[src/rtl/store_write_sequencer_pkg.sv]
// ============================================================================
// Module      : store_write_sequencer_pkg
// Description : Shared encodings for the store write sequencer: store sizes,
//               write-data mux select values and the sequencer state type.
// Revision    : 1.0 - initial release
// ============================================================================
`default_nettype none

package store_write_sequencer_pkg;

    // Store size encodings (2'b11 is reserved and behaves as a word store)
    localparam logic [1:0] SZ_WORD = 2'b00;
    localparam logic [1:0] SZ_HALF = 2'b01;
    localparam logic [1:0] SZ_BYTE = 2'b10;

    // Memory write-data mux select values
    localparam logic WDSEL_B  = 1'b0;
    localparam logic WDSEL_WC = 1'b1;

    typedef enum logic [2:0] {
        ST_IDLE  = 3'd0,
        ST_READ  = 3'd1,
        ST_WAIT  = 3'd2,
        ST_MERGE = 3'd3,
        ST_WRITE = 3'd4,
        ST_DONE  = 3'd5
    } state_t;

    // Sub-word stores need a read-modify-write of the containing word
    function automatic logic is_rmw(input logic [1:0] size);
        return (size == SZ_HALF) || (size == SZ_BYTE);
    endfunction

endpackage

`default_nettype wire

[src/rtl/store_write_sequencer_if.sv]
// ============================================================================
// Module      : store_write_sequencer_if
// Description : Bundle of the store request, memory strobe and status signals
//               between the control FSM / data memory and the sequencer.
// Revision    : 1.0 - initial release
// ============================================================================
`default_nettype none

interface store_write_sequencer_if;

    logic        start;
    logic [1:0]  store_size;
    logic [1:0]  addr_lo;
    logic [31:0] b_data;
    logic [31:0] mem_rdata;
    logic        mem_rd;
    logic        mem_wr;
    logic        write_data_ctrl;
    logic [31:0] wc_data;
    logic        busy;
    logic        done;
    logic        align_err;

    // Control FSM and data memory side
    modport master (
        output start, store_size, addr_lo, b_data, mem_rdata,
        input  mem_rd, mem_wr, write_data_ctrl, wc_data, busy, done, align_err
    );

    // Sequencer side
    modport slave (
        input  start, store_size, addr_lo, b_data, mem_rdata,
        output mem_rd, mem_wr, write_data_ctrl, wc_data, busy, done, align_err
    );

endinterface

`default_nettype wire

[src/rtl/store_lane_merge.sv]
// ============================================================================
// Module      : store_lane_merge
// Description : Combinational lane merge. Inserts the low byte / halfword of
//               the store source into the addressed little-endian lane of the
//               word read from memory; all other bits come from the read word.
// Revision    : 1.0 - initial release
// ============================================================================
`default_nettype none

module store_lane_merge
    import store_write_sequencer_pkg::*;
(
    input  wire logic [31:0] rdata,
    input  wire logic [15:0] bdata,
    input  wire logic [1:0]  size,
    input  wire logic [1:0]  lane,
    output logic      [31:0] merged
);

    // Overlay the store bytes onto the read word
    always_comb begin
        merged = rdata;
        if (size == SZ_BYTE) begin
            case (lane)
                2'd0:    merged[7:0]   = bdata[7:0];
                2'd1:    merged[15:8]  = bdata[7:0];
                2'd2:    merged[23:16] = bdata[7:0];
                default: merged[31:24] = bdata[7:0];
            endcase
        end else if (size == SZ_HALF) begin
            // Only bit 1 selects the halfword; bit 0 is ignored here
            if (lane[1]) begin
                merged[31:16] = bdata;
            end else begin
                merged[15:0]  = bdata;
            end
        end
    end

endmodule

`default_nettype wire

[src/rtl/store_write_sequencer.sv]
// ============================================================================
// Module      : store_write_sequencer
// Description : Multi-cycle store sequencer. Word stores write B directly;
//               half/byte stores read the word, merge the store lane into WC
//               and write WC back. Optional macro STORE_ALIGN_CHECK_EN turns
//               misaligned half/word stores into an immediate align_err+done
//               with no memory access.
// Revision    : 1.0 - initial release
// ============================================================================
`default_nettype none

module store_write_sequencer
    import store_write_sequencer_pkg::*;
#(
    parameter int MEM_LATENCY = 1
)
(
    input  wire logic             clk,
    input  wire logic             reset,
    store_write_sequencer_if.slave bus
);

    localparam int CNT_W = (MEM_LATENCY > 1) ? $clog2(MEM_LATENCY) : 1;
    localparam logic [CNT_W-1:0] WAIT_LAST = CNT_W'(MEM_LATENCY - 1);

    state_t            r_state;
    logic [1:0]        r_size;
    logic [1:0]        r_lane;
    logic [15:0]       r_b;
    logic [CNT_W-1:0]  r_wait_cnt;
    logic              r_mem_rd;
    logic              r_mem_wr;
    logic              r_wdsel;
    logic [31:0]       r_wc;
    logic              r_busy;
    logic              r_done;
    logic              r_align_err;

    logic [31:0]       w_merged;
    logic              w_misaligned;
    logic              w_unused_b_hi;

    // The upper half of B only reaches memory through the external mux
    assign w_unused_b_hi = &{1'b0, bus.b_data[31:16]};

`ifdef STORE_ALIGN_CHECK_EN
    assign w_misaligned = ((bus.store_size == SZ_HALF) && bus.addr_lo[0]) ||
                          (!is_rmw(bus.store_size) && (bus.addr_lo != 2'b00));
`else
    assign w_misaligned = 1'b0;
`endif

    store_lane_merge u_merge (
        .rdata  (bus.mem_rdata),
        .bdata  (r_b),
        .size   (r_size),
        .lane   (r_lane),
        .merged (w_merged)
    );

    // Sequencer FSM with registered strobes, status and composed word
    always_ff @(posedge clk or negedge reset) begin
        if (!reset) begin
            r_state     <= ST_IDLE;
            r_size      <= SZ_WORD;
            r_lane      <= 2'b00;
            r_b         <= 16'h0000;
            r_wait_cnt  <= '0;
            r_mem_rd    <= 1'b0;
            r_mem_wr    <= 1'b0;
            r_wdsel     <= WDSEL_B;
            r_wc        <= 32'h0000_0000;
            r_busy      <= 1'b0;
            r_done      <= 1'b0;
            r_align_err <= 1'b0;
        end else begin
            case (r_state)
                ST_IDLE: begin
                    if (bus.start) begin
                        r_size <= bus.store_size;
                        r_lane <= bus.addr_lo;
                        r_b    <= bus.b_data[15:0];
                        r_busy <= 1'b1;
                        if (w_misaligned) begin
                            r_done      <= 1'b1;
                            r_align_err <= 1'b1;
                            r_state     <= ST_DONE;
                        end else if (is_rmw(bus.store_size)) begin
                            r_mem_rd <= 1'b1;
                            r_state  <= ST_READ;
                        end else begin
                            r_mem_wr <= 1'b1;
                            r_wdsel  <= WDSEL_B;
                            r_state  <= ST_WRITE;
                        end
                    end
                end
                ST_READ: begin
                    r_mem_rd   <= 1'b0;
                    r_wait_cnt <= '0;
                    r_state    <= ST_WAIT;
                end
                ST_WAIT: begin
                    if (r_wait_cnt == WAIT_LAST) begin
                        r_wait_cnt <= '0;
                        r_wdsel    <= WDSEL_WC;
                        r_state    <= ST_MERGE;
                    end else begin
                        r_wait_cnt <= r_wait_cnt + 1'b1;
                    end
                end
                ST_MERGE: begin
                    r_wc     <= w_merged;
                    r_mem_wr <= 1'b1;
                    r_state  <= ST_WRITE;
                end
                ST_WRITE: begin
                    r_mem_wr <= 1'b0;
                    r_done   <= 1'b1;
                    r_state  <= ST_DONE;
                end
                ST_DONE: begin
                    r_done      <= 1'b0;
                    r_align_err <= 1'b0;
                    r_busy      <= 1'b0;
                    r_wdsel     <= WDSEL_B;
                    r_state     <= ST_IDLE;
                end
                default: begin
                    r_mem_rd    <= 1'b0;
                    r_mem_wr    <= 1'b0;
                    r_done      <= 1'b0;
                    r_align_err <= 1'b0;
                    r_busy      <= 1'b0;
                    r_wdsel     <= WDSEL_B;
                    r_state     <= ST_IDLE;
                end
            endcase
        end
    end

    assign bus.mem_rd          = r_mem_rd;
    assign bus.mem_wr          = r_mem_wr;
    assign bus.write_data_ctrl = r_wdsel;
    assign bus.wc_data         = r_wc;
    assign bus.busy            = r_busy;
    assign bus.done            = r_done;
`ifdef STORE_ALIGN_CHECK_EN
    assign bus.align_err       = r_align_err;
`else
    assign bus.align_err       = 1'b0 & r_align_err;
`endif

endmodule

`default_nettype wire
[src/flat_wrapper.sv]
// flat-port wrapper written by rule: the top's interface ports become plain ports
module store_write_sequencer_flat import store_write_sequencer_pkg::*;
#(
    parameter int MEM_LATENCY = 1
)
  (clk, reset, bus_start, bus_store_size, bus_addr_lo, bus_b_data, bus_mem_rdata, bus_mem_rd, bus_mem_wr, bus_write_data_ctrl, bus_wc_data, bus_busy, bus_done, bus_align_err);
  store_write_sequencer_if bus_i ();
  input  wire logic clk;
  input  wire logic reset;
  input wire logic [$bits(bus_i.start)-1:0] bus_start;
  input wire logic [$bits(bus_i.store_size)-1:0] bus_store_size;
  input wire logic [$bits(bus_i.addr_lo)-1:0] bus_addr_lo;
  input wire logic [$bits(bus_i.b_data)-1:0] bus_b_data;
  input wire logic [$bits(bus_i.mem_rdata)-1:0] bus_mem_rdata;
  output wire logic [$bits(bus_i.mem_rd)-1:0] bus_mem_rd;
  output wire logic [$bits(bus_i.mem_wr)-1:0] bus_mem_wr;
  output wire logic [$bits(bus_i.write_data_ctrl)-1:0] bus_write_data_ctrl;
  output wire logic [$bits(bus_i.wc_data)-1:0] bus_wc_data;
  output wire logic [$bits(bus_i.busy)-1:0] bus_busy;
  output wire logic [$bits(bus_i.done)-1:0] bus_done;
  output wire logic [$bits(bus_i.align_err)-1:0] bus_align_err;
  assign bus_i.start = bus_start;
  assign bus_i.store_size = bus_store_size;
  assign bus_i.addr_lo = bus_addr_lo;
  assign bus_i.b_data = bus_b_data;
  assign bus_i.mem_rdata = bus_mem_rdata;
  assign bus_mem_rd = bus_i.mem_rd;
  assign bus_mem_wr = bus_i.mem_wr;
  assign bus_write_data_ctrl = bus_i.write_data_ctrl;
  assign bus_wc_data = bus_i.wc_data;
  assign bus_busy = bus_i.busy;
  assign bus_done = bus_i.done;
  assign bus_align_err = bus_i.align_err;
  store_write_sequencer #(.MEM_LATENCY(MEM_LATENCY)) u_core (.clk(clk), .reset(reset), .bus(bus_i));
endmodule
[config.mk]
export PLATFORM = sky130hd
export DESIGN_NAME = store_write_sequencer_flat
export DESIGN_NICKNAME = d
export VERILOG_FILES = /design/src/rtl/store_write_sequencer_pkg.sv /design/src/rtl/store_write_sequencer_if.sv /design/src/rtl/store_lane_merge.sv /design/src/rtl/store_write_sequencer.sv /design/src/flat_wrapper.sv
export SDC_FILE = /design/constraint.sdc
export NUM_CORES = 1
export LEC_CHECK = 0
export CORE_MARGIN = 1
export CORE_UTILIZATION = 51
export DETAILED_ROUTE_END_ITERATION = 8
export MAX_ROUTING_LAYER = met4
export PLACE_DENSITY = 0.87
export REMOVE_ABC_BUFFERS = 1
export SETUP_SLACK_MARGIN = 0.02
export SYNTH_ARGS = -nofsm -noshare
export SYNTH_HDL_FRONTEND = slang
export SYNTH_SLANG_ARGS = --single-unit
[constraint.sdc]
create_clock -name clk -period 4.11 [get_ports clk]
set_input_delay 1.0275 -clock clk [delete_from_list [all_inputs] [get_ports clk]]
set_output_delay 1.0275 -clock clk [all_outputs]
set_load 0.03 [all_outputs]
==> flow_summary.yaml <==
floorplan:
  dieArea_mm2: 0.00718
  die_y_um: 84.7
  core_area_mm2: 0.00649
  io_pins: 109
  row_count: 29
  start_util_pct: 53.7
  die_x_um: 84.7
drt:
  postRouteWirelength_mm: 9.61
  vias: 3233
  wl_per_cell_um: 19.0
  ant_nets: 0
  dr.pass1.iters: 6
  drc: 9
  vias_per_cell: 6.40
  drtIter0Drc: 346
cts:
  clockBufferDepth: 2
  clkTransAtPathRegs_ps: 70
  cts_setup_buffers: 0
  cts_root_buf: "clkbuf_8"
  ctsHoldBuffers: 0
  cts_tree: "yes"
  ctsResizeCount: 0
  cts_buffers: 9
  cts_sinks: 60
  htree_num_levels: 3
  clk_latency_ps: 340
global_routing:
  antenna_found_initial: 0
  grt_pass1_vias: 3250
  grt.overflow.total: 0
  grt_pass1_wl_mm: 15.9
  grt_max_degree: 43
  grt_use_total_pct: 29.2
yosys:
  yosysTopAreaCellShare_pct: 43.0
  synth-seq-cells: 60
  netlist_area_mm2: 0.00349
  yosys_warnings: 0
  synth_edf_count: 0
  synthFlopType: "dfrtp_1"
  ys_seq_area_share_pct: 43.0
  synth_cells: 351
  async_flop_share_pct: 100
  ys_types: 36
  syn_avg_cell_area_um2: 9.95
  yosysTopAreaCell: "dfrtp_1"
  synthTopCellsByArea: "dfrtp_1 (43%), a211oi_1 (7.1%), o31ai_1 (6.9%)"
setup_path:
  critPathSlowestCell: "dfrtp_1"
  r2r_setup_slack_ps: 1520
  worstPathArrival_ps: 2870
  rr_worst_depth: 3
  critPathKind: "flip-flop to flip-flop"
  crit_path_end_kind: "flip-flop"
  worstPathRequired_ps: 4380
  worstPathCellList: "nand2_1, o22ai_1, o32a_1"
  startpoint_type: "flip-flop"
  r2r-end: "u_core.bus.wc_data[30]"
  r2r-start: "u_core.r_size[1]"
  critPathLaunch: "u_core.r_size[1]"
  slowest_delay_ps: 970
  path_max_fanout: 32
worst_hold_path:
  min_delay_path_depth: 2
  worstHoldEndpoint: "u_core.bus.wc_data[23]"
  hp-class: "flip-flop to flip-flop"
  hold_start: "u_core.bus.wc_data[23]"
sta:
  setup_viol: 0
  hold_slack_ps: 478
  slew_headroom_pct: 21.5
  rsz0062_at_grt: "false"
  skew_ps: 9.75
  report.final.slew_viol_count: 0
  tightest_slew_ps: 1180
  fin_crit_ps: 2590
  fin_tns_setup_ps: 0
  setup_slack_ps: 1520
  period_share_pct: 63.0
  hold_violations: 0
  fmax_mhz: 386
outcome:
  violations: "DRC"
  outcome: "finished, violations left"
layout:
  finalNetCount: 494
  drive_gt1_share_pct: 12.9
  instances_no_fill: 505
  fill_cells: 498
  antenna_cells: 0
  syn2layout_area_growth_pct: 31.0
placement:
  placedCellCount: 489
  dp_hpwl_mm: 6.22
  place_ws_ps: 1410
  place.gp.congestion: 0.804
  io_buffers: 91
power:
  powerDensity_mw_per_mm2: 849
  power.leakage_nw: 1.84
  peakVddDrop_mv: 0.453
  p_total_w: 0.00388
run:
  maxCapViolCount: 0
## worst max-delay path by stage
| stage | to | slack, ps |
|---|---|---|
| floorplan | u_core.r_b[0] | 1350 |
| global placement | u_core.r_b[5] | 1480 |
| detailed placement | u_core.r_b[7] | 1410 |
| CTS | u_core.bus.wc_data[13] | 1590 |
| global route | u_core.bus.wc_data[13] | 1350 |
| finish | u_core.bus.wc_data[30] | 1520 |
## worst max-delay path, delay by kind of cell, from the launching register on
kind | cells | cell delay, ps
AO/OA/AOI/OAI | 2 | 630
flip-flops | 1 | 970
AND/OR/NAND/NOR | 1 | 920
## through the flow
| step | instance area [µm²] | utilization (%) |
|---|---|---|
| after CTS | 4570 | 70.4 |
| after global placement | 4370 | 67.3 |
| final | 4570 | 70.4 |
| after floorplan | 3310 | - |
| after global routing | 4570 | 70.4 |
| after detailed placement | 4370 | 67.3 |
## power by group
part           switching [W]  total (W)  internal [W]
sequential          0.000404    0.00129      0.000891
clock               0.000240   0.000549      0.000309
combinational        0.00114    0.00204      0.000895
total                0.00179    0.00388       0.00210
## cell usage after synthesis (3+ instances only)
library cell   n
buf_2          6
nand3b_1       3
o31ai_1       32
buf_4          7
inv_1          3
dfrtp_1       60
a211oi_1      33
buf_1          4
o21a_1         8
nand2b_1       5
mux2_2        19
o32ai_1        7
o21ai_0       35
a21oi_1       20
nand2_1       35
o32ai_2       10
and3_1         7
and3b_1       17
clkbuf_1      18
## metal layers
layer  GRT usage, %  share of wire (%)  vias up
met3           4.52                8.0       21
met4           15.7                2.4        0
met2           42.8                 46      171
met1           39.0                 43     1554
li1               -                  -     1487
met5              -                  0        -
## state kept, by name, summed over array words and instances (netlist names)
name,flops
u_core.r_state,3
u_core.bus.busy,1
u_core.bus.mem_rd,1
u_core.r_b,16
u_core.bus.wc_data,32
u_core.r_size,2
u_core.bus.mem_wr,1
u_core.bus.done,1
u_core.bus.write_data_ctrl,1
u_core.r_lane,2
## placed cells by master (no fill, tap or decap), drive strengths merged, types with 2 or more instances in the layout
| cell | instances |
|---|---|
| clkdlybuf4s50 | 90 |
| a21oi | 20 |
| buf | 7 |
| nor3b | 2 |
| and3 | 7 |
| nand2b | 5 |
| o22ai | 2 |
| a22oi | 2 |
| clkinv | 4 |
| inv | 3 |
| dfrtp | 60 |
| and3b | 17 |
| a211oi | 33 |
| nand2 | 35 |
| mux2 | 20 |
| clkbuf | 11 |
| o21a | 8 |
| o32ai | 17 |
| nand3b | 3 |
| nor2 | 2 |
| nor2b | 2 |
| o21ai | 35 |
| o31ai | 32 |
## final cells by class
cell class | instances | area (µm²) | share of cell area (%)
clock inverter | 5 | 50.0 | 1.09
multi-input combinational | 252 | 1810 | 39.6
timing repair buffer | 97 | 951 | 20.8
inverter | 3 | 11.3 | 0.246
sequential | 60 | 1500 | 32.8
tap | 77 | 96.3 | 2.11
clock buffer | 11 | 151 | 3.31
## logic make-up after synthesis
| kind of cell | share of synthesized area (%) |
|---|---|
| xor gates and xnor gates | 0.502 |
| and+or+nand+nor | 12.7 |
| muxes | 6.74 |
| AOI/OAI and AO/OA | 31.6 |
| DFF | 43.0 |
| other | 0.107 |
| buffers and inverters | 5.38 |
Power figures use the tool's default switching activity.
